<file path="src/rtl/motor_cmd_pkg.sv">
// Shared framing definitions for the motor command link.
// Used by both the transmitter and the receiver.
package motor_cmd_pkg;

  localparam logic [2:0] ST_IDLE   = 3'd0;
  localparam logic [2:0] ST_START  = 3'd1;
  localparam logic [2:0] ST_DATA   = 3'd2;
  localparam logic [2:0] ST_PARITY = 3'd3;
  localparam logic [2:0] ST_STOP   = 3'd4;

  localparam logic [2:0] START_PATTERN = 3'b101;
  localparam int START_BITS   = 3;
  localparam int PAYLOAD_BITS = 4;

  function automatic logic even_parity(
    input logic [PAYLOAD_BITS-1:0] d
  );
    return ^d;
  endfunction

endpackage

</file>
<file path="src/rtl/slot_timer.sv">
// Counts clock cycles inside one serial slot.
// Emits slot_end on the last cycle of each slot.
module slot_timer #(
  parameter int BIT_CLKS = 2
) (
  input  logic clk,
  input  logic rst_n,
  input  logic run,
  output logic slot_end
);

  localparam int CW = (BIT_CLKS > 1) ? $clog2(BIT_CLKS) : 1;
  localparam logic [CW-1:0] LAST = CW'(BIT_CLKS - 1);

  logic [CW-1:0] cnt;

  assign slot_end = run && (cnt == LAST);

  // Free-run while a frame is active, wrap on slot end.
  always_ff @(posedge clk or negedge rst_n) begin
    if (!rst_n) begin
      cnt <= '0;
    end else if (!run || slot_end) begin
      cnt <= '0;
    end else begin
      cnt <= cnt + 1'b1;
    end
  end

endmodule

</file>
<file path="src/rtl/motor_cmd_transmitter.sv">
// Serialises a 4-bit motor command into framed slots:
// start 101, payload, even parity, trailing zeros.
module motor_cmd_transmitter
  import motor_cmd_pkg::*;
#(
  parameter int BIT_CLKS  = 2,
  parameter int STOP_BITS = 4
) (
  input  logic Clk_In,
  input  logic Reset_In,
  input  logic Send_En,
  input  logic Len,
  input  logic Ldir,
  input  logic Ren,
  input  logic Rdir,
  output logic Serial_Out,
  output logic Busy,
  output logic Frame_Done
);

  localparam logic [3:0] START_LAST = 4'(START_BITS - 1);
  localparam logic [3:0] DATA_LAST  = 4'(PAYLOAD_BITS - 1);
  localparam logic [3:0] STOP_LAST  = 4'(STOP_BITS - 1);

  logic [2:0] state;
  logic [2:0] nxt_state;
  logic [3:0] idx;
  logic [3:0] nxt_idx;
  logic [PAYLOAD_BITS-1:0] cmd;
  logic [PAYLOAD_BITS-1:0] nxt_cmd;
  logic [PAYLOAD_BITS-1:0] new_cmd;
  logic slot_end;
  logic nxt_bit;
  logic [1:0] sel;

  assign new_cmd = {Len, Ldir, Ren, Rdir};

  slot_timer #(
    .BIT_CLKS(BIT_CLKS)
  ) u_timer (
    .clk     (Clk_In),
    .rst_n   (Reset_In),
    .run     (state != ST_IDLE),
    .slot_end(slot_end)
  );

  // Frame sequencing; Send_En only matters in IDLE or at frame end.
  always_comb begin
    nxt_state = state;
    nxt_idx   = idx;
    nxt_cmd   = cmd;
    unique case (1'b1)
      state == ST_IDLE: begin
        if (Send_En) begin
          nxt_state = ST_START;
          nxt_idx   = '0;
          nxt_cmd   = new_cmd;
        end
      end
      state == ST_START: begin
        if (slot_end) begin
          if (idx == START_LAST) begin
            nxt_state = ST_DATA;
            nxt_idx   = '0;
          end else begin
            nxt_idx = idx + 4'd1;
          end
        end
      end
      state == ST_DATA: begin
        if (slot_end) begin
          if (idx == DATA_LAST) begin
            nxt_state = ST_PARITY;
            nxt_idx   = '0;
          end else begin
            nxt_idx = idx + 4'd1;
          end
        end
      end
      state == ST_PARITY: begin
        if (slot_end) begin
          nxt_state = ST_STOP;
          nxt_idx   = '0;
        end
      end
      state == ST_STOP: begin
        if (slot_end) begin
          if (idx == STOP_LAST) begin
            nxt_idx = '0;
            if (Send_En) begin
              nxt_state = ST_START;
              nxt_cmd   = new_cmd;
            end else begin
              nxt_state = ST_IDLE;
            end
          end else begin
            nxt_idx = idx + 4'd1;
          end
        end
      end
      default: begin
        nxt_state = ST_IDLE;
        nxt_idx   = '0;
      end
    endcase
  end

  // Line level for the slot about to begin.
  always_comb begin
    nxt_bit = 1'b0;
    sel     = 2'd0;
    unique case (1'b1)
      nxt_state == ST_START: begin
        sel     = 2'd2 - nxt_idx[1:0];
        nxt_bit = START_PATTERN[sel];
      end
      nxt_state == ST_DATA: begin
        sel     = 2'd3 - nxt_idx[1:0];
        nxt_bit = nxt_cmd[sel];
      end
      nxt_state == ST_PARITY: begin
        nxt_bit = even_parity(nxt_cmd);
      end
      default: begin
        nxt_bit = 1'b0;
      end
    endcase
  end

  // State, slot index, command latch and registered line.
  always_ff @(posedge Clk_In or negedge Reset_In) begin
    if (!Reset_In) begin
      state      <= ST_IDLE;
      idx        <= '0;
      cmd        <= '0;
      Serial_Out <= 1'b0;
    end else begin
      state      <= nxt_state;
      idx        <= nxt_idx;
      cmd        <= nxt_cmd;
      Serial_Out <= nxt_bit;
    end
  end

  assign Busy       = (state != ST_IDLE);
  assign Frame_Done = (state == ST_STOP) && (idx == STOP_LAST)
                    && slot_end;

endmodule
</file>
<file path="config.mk">
export PLATFORM = sky130hd
export DESIGN_NAME = motor_cmd_transmitter
export DESIGN_NICKNAME = d
export VERILOG_FILES = /design/src/rtl/motor_cmd_pkg.sv /design/src/rtl/slot_timer.sv /design/src/rtl/motor_cmd_transmitter.sv
export SDC_FILE = /design/constraint.sdc
export NUM_CORES = 1
export LEC_CHECK = 0
export CAP_MARGIN = 20
export CORE_MARGIN = 2
export CORE_UTILIZATION = 50
export DETAILED_ROUTE_END_ITERATION = 16
export DONT_BUFFER_PORTS = 1
export PLACE_DENSITY_LB_ADDON = 0.08
export SLEW_MARGIN = 25
export SYNTH_ARGS = -nofsm -noshare
export SYNTH_HDL_FRONTEND = slang
export SYNTH_SLANG_ARGS = --single-unit
export TNS_END_PERCENT = 10
</file>
<file path="constraint.sdc">
create_clock -name Clk_In -period 2.3 [get_ports Clk_In]
set_input_delay 0.23 -clock Clk_In [delete_from_list [all_inputs] [get_ports Clk_In]]
set_output_delay 0.23 -clock Clk_In [all_outputs]
set_load 0.02 [all_outputs]
</file>
# ---- Word level (Yosys, flattened, before mapping)
# Index checks and enable logic that the tools add are counted.
dict set report word_totals {
  output_inout_bits 3
  wordCells 62
  reg_bits 13
}
dict set report op_classes {
  n_eq_ne 13
  order_cmp 2
  add_sub_neg 4
  reduce_logical 10
  n_mux 27
}
# operator n
set op_table {}
lappend op_table {{4-bit two-way mux} 9}
lappend op_table {{3-bit two-way mux} 8}
lappend op_table {{4-bit one-hot mux with 4 select lines} 1}
lappend op_table {{3-bit one-hot mux with 5 select lines} 1}
lappend op_table {{3-bit by 2-bit equality test with 1-bit output, second input constant} 4}
lappend op_table {{4-bit by 2-bit equality test with 1-bit output, second input constant} 2}
lappend op_table {{4-bit one-hot mux with 2 select lines} 1}
lappend op_table {{3-bit by 1-bit equality test with 1-bit output, second input constant} 2}
lappend op_table {{2-bit by 3-bit less-than comparator with 1-bit output, second input constant} 2}
lappend op_table {{2-bit inequality test, second input constant} 3}
lappend op_table {{4-bit by 1-bit adder with 4-bit output, second input constant} 1}
lappend op_table {{1-bit binary-select mux with 2-bit select} 2}
lappend op_table {{1-bit two-way mux} 4}
lappend op_table {{4-bit AND reduction} 1}
lappend op_table {{4-bit XOR reduction} 1}
lappend op_table {{2-bit subtractor, first input constant} 2}
lappend op_table {{3-bit equality test, second input constant} 1}
lappend op_table {{1-bit logical AND} 3}
lappend op_table {{3-bit zero test} 1}
lappend op_table {{1-bit one-hot mux with 3 select lines} 1}
lappend op_table {{3-bit nonzero test} 1}
lappend op_table {{2-bit by 1-bit inequality test with 1-bit output, second input constant} 1}
lappend op_table {{2-bit OR reduction} 1}
lappend op_table {{1-bit adder, second input constant} 1}
lappend op_table {{2 further kinds} 2}

# ---- Logic depth before layout (Yosys ltp)
# Gate-level depths: netlist (run 1).
dict set report depth {
  word_depth 8
  ltp_mapped 8
}

# ---- Modules after synthesis
# From an unflattened synthesis (run 1), not the netlist that was laid out.
dict set report hier_totals {
  hier_cells 95
  hier_area_um2 963.4
}
# mod n_inst cells_each area_per_inst_um2
set by_module_without_submodules {}
lappend by_module_without_submodules {motor_cmd_transmitter 1 92 922.1}
lappend by_module_without_submodules {slot_timer 1 3 41.3}

# ---- Least setup slack after synthesis (run 1)
# Ideal clock, no wire load.
dict set report synth_timing {
  path_type {flip-flop to flip-flop}
  startpoint {register idx[0]}
  endpoint {register Serial_Out}
  setup_time_ns 0.126
  stages_incl_launch_ff 7
  path_buffers 0
  setup_slack_ns 0.155
  t_arrival_ns 2.019
  cell_sequence {dfrtp_1 ha_1 nand4bb_4 a2111oi_4 nand2b_1 and4b_1 a221o_1}
}
dict set report synth_via {
  elab_chain_len 8
  elab_cells_between_ends 31
  classes_between {3 x add/sub; 5 x eq/ne; 22 x mux; 1 x reduce/logical}
}
# element line_no
set synth_lines {}
lappend synth_lines {{start, declared} motor_cmd_transmitter.sv:27} ;# logic [3:0] idx;
lappend synth_lines {{start signal, assigned} motor_cmd_transmitter.sv:139} ;# idx <= nxt_idx;
lappend synth_lines {{4-bit by 1-bit adder with 4-bit output, or another cell as far along} {motor_cmd_transmitter.sv:66, motor_cmd_transmitter.sv:76, motor_cmd_transmitter.sv:97}}
lappend synth_lines {{4-bit two-way mux, on equally long branches} {motor_cmd_transmitter.sv:72, motor_cmd_transmitter.sv:88, motor_cmd_transmitter.sv:62}}
lappend synth_lines {{4-bit two-way mux, on equally long branches} {motor_cmd_transmitter.sv:71, motor_cmd_transmitter.sv:87, motor_cmd_transmitter.sv:61}}
lappend synth_lines {{4-bit one-hot mux with 4 select lines} motor_cmd_transmitter.sv:52} ;# unique case (1'b1)
lappend synth_lines {{2-bit subtractor, on equally long branches} {motor_cmd_transmitter.sv:118, motor_cmd_transmitter.sv:114}}
lappend synth_lines {{1-bit binary-select mux with 2-bit select, on equally long branches} {motor_cmd_transmitter.sv:119, motor_cmd_transmitter.sv:115}}
lappend synth_lines {{1-bit two-way mux, on equally long branches} {motor_cmd_transmitter.sv:119, motor_cmd_transmitter.sv:115}}
lappend synth_lines {{1-bit one-hot mux with 3 select lines (*)} motor_cmd_transmitter.sv:112} ;# unique case (1'b1)
lappend synth_lines {{named net nxt_bit} motor_cmd_transmitter.sv:33} ;# logic nxt_bit;
lappend synth_lines {{end signal, assigned} motor_cmd_transmitter.sv:141} ;# Serial_Out <= nxt_bit;
lappend synth_lines {{end, declared} motor_cmd_transmitter.sv:16} ;# output logic Serial_Out,
# Mark *: on every way through the listed nets, which the timed path passes. The rest lies on a longest branch. The select of a mux whose other input is x is not followed.
# A chain may end at the register's enable or synchronous reset.

# ---- Worst setup path in the final report (run 1)
dict set report layout_timing {
  startpoint {register idx[0]}
  endpoint {register Serial_Out}
}
dict set report layout_via {
  elab_chain_len 8
  elab_cells_between_ends 31
  classes_between {3 x add/sub; 5 x eq/ne; 22 x mux; 1 x reduce/logical}
}
# element line_no
set layout_lines {}
lappend layout_lines {{4-bit by 1-bit adder with 4-bit output, or another cell as far along} {motor_cmd_transmitter.sv:66, motor_cmd_transmitter.sv:76, motor_cmd_transmitter.sv:97}}
lappend layout_lines {{4-bit two-way mux, on equally long branches} {motor_cmd_transmitter.sv:72, motor_cmd_transmitter.sv:88, motor_cmd_transmitter.sv:62}}
lappend layout_lines {{4-bit two-way mux, on equally long branches} {motor_cmd_transmitter.sv:71, motor_cmd_transmitter.sv:87, motor_cmd_transmitter.sv:61}}
lappend layout_lines {{4-bit one-hot mux with 4 select lines (*)} motor_cmd_transmitter.sv:52}
lappend layout_lines {{named net nxt_idx[1]} motor_cmd_transmitter.sv:28} ;# logic [3:0] nxt_idx;
lappend layout_lines {{2-bit subtractor, on equally long branches} {motor_cmd_transmitter.sv:118, motor_cmd_transmitter.sv:114}}
lappend layout_lines {{1-bit binary-select mux with 2-bit select, on equally long branches} {motor_cmd_transmitter.sv:119, motor_cmd_transmitter.sv:115}}
lappend layout_lines {{1-bit two-way mux, on equally long branches} {motor_cmd_transmitter.sv:119, motor_cmd_transmitter.sv:115}}
lappend layout_lines {{1-bit one-hot mux with 3 select lines (*)} motor_cmd_transmitter.sv:112}
lappend layout_lines {{named net nxt_bit} motor_cmd_transmitter.sv:33}
# Marks and branches as above.

==> flow_summary.yaml, run 1 <==
hold_path:
  hp-class: "in2reg"
run:
  drv_cap: 0
routing:
  wl_per_cell_um: 14.4
  dr.pass1.iters: 4
  vias: 757
  drtAntennaViolNets: 0
  vias_per_cell: 5.49
  wl_mm: 1.99
  drt_iter0_markers: 6
  drc_errors: 0
place:
  place.gp.congestion: 0.803
  dp.cells: 129
  preCtsSetupSlack_ns: -0.0510
  place_hpwl_mm: 1.50
  port_buffers: 0
  placed_cell_area_um2: 1060
power:
  ir_drop_uv: 921
  p_leak_nw: 0.477
  p_per_area_nw_per_um2: 1360
cells_and_area:
  post-route-util_pct: 65.2
  area_delta_synth_final_pct: 19.4
  final_nets: 123
  layout-drive-gt1-share_pct: 37.2
  nFillCells: 152
  finalNonFillerCells: 138
  fin_area_um2: 1160
  n_antenna_cell: 0
yosys:
  ys.flop_type: "dfrtp_1"
  synth-xor-area-share_pct: 7.97
  synth_top_area_share_pct: 33.4
  syn_nets: 104
  synth_top_family_by_area: "compound AO/OA/AOI/OAI gates"
  synth_compound_area_share_pct: 22.5
  synth_fa_ha_area_share_pct: 2.57
  synthMuxAreaShare_pct: 5.66
  syn_area_um2: 973
  synth_area_per_cell_um2: 10.2
  synth_cells: 95
  seq_area_frac_synth_pct: 33.4
  ys_types: 40
  ys_ff_latch: 13
  async_flop_share_pct: 100
  synth-edff-count: 0
  yosysWarnings: 0
  synth_largest_area_cell: "dfrtp_1"
  yosys.area_share.simple_pct: 21.2
  synth.area.top_cells: "dfrtp_1 (33%), a2111oi_4 (5.7%), xnor2_1 (5.4%), mux2_2 (4.6%), nor2_1 (3.5%)"
sta:
  finClkSkew_ns: 0.00559
  finalMaxSlewViolations: 0
  final-setup-viol-count: 0
  worst_slew_pin_slew_ns: 0.596
  fin_ws_ns: 0.112
  period_needed_ns: 2.19
  fmax_ghz: 0.457
  finalCritPeriodShare_pct: 95.1
  whs_ns: 0.102
  relSlewSlack_pct: 60.1
  hold_violations: 0
grt:
  antenna_found_initial: 0
  grt_pass1_wl_mm: 3.07
  met1_usage_pct: 26.0
  grt_max_degree: 14
  track_usage_pct: 19.6
  grtUsageMet3_pct: 3.33
  grt_overflow: 0
  grt_pass1_vias: 709
  top_usage_layer: "met2"
  use_met2_pct: 31.7
clock_network:
  htree_levels: 1
  clock-root-buffer: "clkbuf_4"
  tritoncts: "yes"
  clock_latency_ns: 0.27
  clkTransAtPathRegs_ns: 0.08
  clock_sinks: 13
  cts_buffer_depth: 2
  numCtsBuffers: 3
setup_path:
  cp.required_ns: 2.46
  crit_chain: "inv_1 > ha_2 > nor3b_4 > nor4_2 > buf_4 > o21bai_1 > a21oi_2 > and4b_1 > a221o_1"
  cpPeakStageDelay_ns: 0.39
  critPathCaptureType: "flip-flop"
  critPathMaxFanout: 4
  crit_path_start_kind: "flip-flop"
  arrival_ns: 2.34
  crit_family: "simple AND/OR/NAND/NOR gates"
  crit_buf_inv: 2
  crit_type: "reg2reg"
  cp_slowest_cell: "dfrtp_2"
die:
  die-area_um2: 2320
  die_h_um: 48.1
  rows: 15
  start_util_pct: 54.6
  pin_count: 10
  fp.coreArea_um2: 1780
  chipWidth_um: 48.1
status:
  status: "completed"
[cell families (layout without fill, tap and decap cells)]
group | count (synthesis) | count (layout)
compound gates | 25 | 25
xor+xnor | 8 | 8
fa+ha+maj | 2 | 2
buf+inv | 10 | 28
flops | 13 | 13
mux | 5 | 5
simple gates | 32 | 32
[cell usage after synthesis (all sizes together) (2+ instances only)]
master,n
a2111oi,2
a211o,2
a21oi,3
and3,3
buf,4
dfrtp,13
ha,2
inv,5
mux2,4
nand2,5
nor2,9
nor3,2
nor3b,2
o211ai,2
o21a,2
o21ai,6
o31ai,3
xnor2,7
[path summary, 6_finish.rpt]
kind	cells after the start	to	startpoint	slack [ns]
min in group asynchronous	1	cmd[1]	Reset_In	0.40
min reg2reg	1	cmd[3]	cmd[3]	0.58
min	1	cmd[0]	Rdir	0.10
max	9	Serial_Out	idx[0]	0.11
max reg2reg	9	Serial_Out	idx[0]	0.11
max in group asynchronous	1	state[0]	Reset_In	1.48
[sequential cells by signal (all words and copies together), names as in the netlist]
register	cells
Serial_Out	1
cmd	4
idx	4
state	3
u_timer.cnt	1
[per-layer routing]
metal  routed length, um  vias to the layer above
met3                  65                        2
li1                    -                      384
met2                1010                       10
met5                   0                        -
met1                 894                      361
met4                  16                        0
[cell usage in the layout, fill, tap and decap left out, drive strengths merged]
master       Yosys  routed
a221o            1       1
o21a             2       2
dfrtp           13      13
or4              1       1
o21ai            6       6
a21oi            3       3
nand4bb          1       1
nor2b            1       1
mux2i            1       1
o21bai           1       1
a211oi           1       1
clkbuf           1       3
o31ai            3       3
nor2             9       9
a32o             1       1
nor3             2       2
dlygate4sd3      0       1
o32ai            1       1
nand3b           1       1
xnor2            7       7
and4b            1       1
nand2b           1       1
or3b             1       1
inv              5       5
buf              4      18
nor3b            2       2
nor4b            1       1
clkinv           0       1
o211ai           2       2
or3              1       1
ha               2       2
mux2             4       4
and3             3       3
nand3            1       1
nor4             1       1
a211o            2       2
xor2             1       1
nand2            5       5
a2111oi          2       2
[stage by stage]
| step | TNS [ns] | power (mW) |
|---|---|---|
| CTS | 0 | 1.51 |
| detailed placement | -0.0510 | 1.36 |
| global route | -0.0229 | 1.71 |
| floorplan | 0 | 1.14 |
| finish | 0 | 1.58 |
| global placement | -0.00908 | 1.35 |
[what timing repair did]
item,4_1_cts,5_1_grt
buffers inserted,1,3
resized for setup,1,8
setup endpoints to repair,1,1
hold endpoints to repair,13,0
pin swaps,1,8
hold buffers,1,0
[power breakdown]
group	internal [mW]	switching (mW)	leakage, nW	total, mW
registers	0.329	0.151	0.159	0.481
logic	0.517	0.444	0.301	0.961
clock network	0.0643	0.0731	0.0177	0.137
total	0.911	0.668	0.477	1.58
[final cells by class]
cell class	count	area (um^2)	share of cell area, %
tap	25	31.3	2.69
multi-input combinational	72	611	52.5
clock buffer	3	22.5	1.94
timing repair buffer	19	145	12.5
sequential	13	329	28.3
clock inverter	1	5.00	0.431
inverter	5	18.8	1.61
Power figures use the tool's default switching activity.
==> run 2: changes to the inputs <==
==> constraint.sdc (replaced) <==
create_clock -name Clk_In -period 2.65 [get_ports Clk_In]
set_input_delay 0.265 -clock Clk_In [delete_from_list [all_inputs] [get_ports Clk_In]]
set_output_delay 0.265 -clock Clk_In [all_outputs]
set_load 0.02 [all_outputs]
==> run 2 against run 1 <==
- clock-buffer cell count is 1 higher
- critical path depth shrank 3
- register-to-register slack improved by 0.09 ns
==> flow_summary.yaml, run 2 (same netlist as run 1, synthesis figures left out) <==
sta:
  fin_ws_ns: 0.199
  finalCritPeriodShare_pct: 92.5
  period_needed_ns: 2.45
  fin_tns_setup_ns: 0
  finClkSkew_ns: 0.000856
  hold_violations: 0
  fmax_ghz: 0.408
  relSlewSlack_pct: 58.1
  whs_ns: 0.142
  worst_slew_pin_slew_ns: 0.626
  rsz0062_at_grt: "false"
  final-setup-viol-count: 0
  finalMaxSlewViolations: 0
setup_path:
  crit_cells: 6
  r2r_start: "state[1]"
  crit_chain: "xnor2_2 > a2111oi_4 > o32ai_1 > and3_1 > a211o_1 > a221o_1"
  crit_family: "compound AO/OA/AOI/OAI gates"
  critPathMaxFanout: 17
  crit_start: "state[1]"
  ff2ff_path_depth: 6
  cp_slowest_cell: "dfrtp_1"
  crit_path_start_kind: "flip-flop"
  crit_buf_inv: 0
  crit_type: "reg2reg"
  arrival_ns: 2.61
  critPathCaptureType: "flip-flop"
  cpPeakStageDelay_ns: 0.75
  cp.required_ns: 2.80
status:
  status: "completed"
power:
  p_per_area_nw_per_um2: 1190
  power_mw: 1.19
  pwr-share-comb_pct: 51.3
  switching_share_pct: 45.4
  p_leak_nw: 0.391
  p_int_mw: 0.649
  ir_drop_uv: 516
  netSwitchingPower_mw: 0.539
  seq_power_share_pct: 38.6
  p_clk_share_pct: 10.1
grt:
  grt_max_degree: 18
  grt_pass1_wl_mm: 3.19
  grt_overflow: 0
  grt_pass1_vias: 701
  antenna_found_initial: 0
  track_usage_pct: 20.2
place:
  place_hpwl_mm: 1.38
  preCtsSetupSlack_ns: 0.216
  placed_cell_area_um2: 966
  port_buffers: 0
  place.gp.congestion: 0.894
routing:
  drt_iter0_markers: 14
  drc_errors: 0
  vias: 713
  dr.pass1.iters: 4
  wl_met3_um: 65
  wl_met1_um: 834
  vias_per_cell: 5.89
  wl_per_cell_um: 15.3
  wl_mm: 1.85
  highest_layer: "met4"
  drtAntennaViolNets: 0
  wl_met2_um: 911
cells_and_area:
  multi_input_area_um2: 583
  seqCellArea_um2: 325
  final_nets: 106
  layout_commonest_cell: "dfrtp_1"
  top_regs: "cmd: 4 flops, idx: 4 flops, state: 3 flops"
  layout-drive-gt1-share_pct: 16.7
  final_cell_mix: "dfrtp_1 (13), nor2_1 (9), o21ai_0 (6), xnor2_1 (6)"
  area_delta_synth_final_pct: 2.96
  nFillCells: 160
  n_antenna_cell: 0
  fin_area_um2: 1000
die:
  pin_count: 10
  die-area_um2: 2320
  chipWidth_um: 48.1
  rows: 15
  die_h_um: 48.1
  fp.coreArea_um2: 1780
  start_util_pct: 54.6
clock_network:
  clock_sinks: 13
  clkTransAtPathRegs_ns: 0.08
  numCtsBuffers: 3
  post_cts_buffers: 0
  htree_levels: 1
  clock-root-buffer: "clkbuf_4"
  tritoncts: "yes"
  cts_buffer_depth: 2
  clock_latency_ns: 0.27
hold_path:
  hold_depth: 1
  hold_path.startpoint: "Rdir"
  hp-class: "in2reg"
run:
  drv_cap: 0
run 2: changes by cell type in the layout (fill, tap and decap cells not counted), sizes merged:
cell / previous run / this run
clkinv: 1 / 0
clkbuf: 3 / 4
buf: 18 / 1
run 2: final cells by class:
type                       count  area share (%)
inverter                       5            1.87
timing repair buffer           2            1.75
tap                           25            3.12
multi-input combinational     72            58.2
sequential                    13            32.5
clock buffer                   4            2.62
run 2: path summary, 6_finish.rpt:
path,endpoint,slack [ns]
max in group asynchronous,state[0],1.80
max reg2reg,Serial_Out,0.20
min reg2reg,idx[3],0.56
min in group asynchronous,idx[1],0.45
min,cmd[0],0.14
max,Serial_Out,0.20
run 2: per-stage QoR:
stage,utilization [%],instances
6_report,56.2,121
5_1_grt,56.2,121
4_1_cts,56.2,121
3_5_place_dp,54.2,116
3_3_place_gp,54.2,116
2_1_floorplan,-,95
run 2: power groups by stage:
stage / clock network (mW) / logic [mW] / registers, mW
detailed placement: 0 / 0.601 / 0.463
CTS: 0.125 / 0.610 / 0.458
global route: 0.131 / 0.683 / 0.482
finish: 0.120 / 0.609 / 0.459
global placement: 0 / 0.587 / 0.463
floorplan: 0 / 0.628 / 0.360
run 2: layer usage:
| metal | vias to the layer above | global-route usage [%] |
|---|---|---|
| met5 | - | 0 |
| met4 | 0 | 9.73 |
| met3 | 4 | 2.96 |
| met2 | 12 | 32.8 |
| met1 | 346 | 26.5 |
| li1 | 351 | - |
run 2: timing repair:
item	4_1_cts	5_1_grt
setup endpoints to repair	0	0
gates resized for setup	0	0
hold endpoints to repair	13	0
hold buffers	1	0
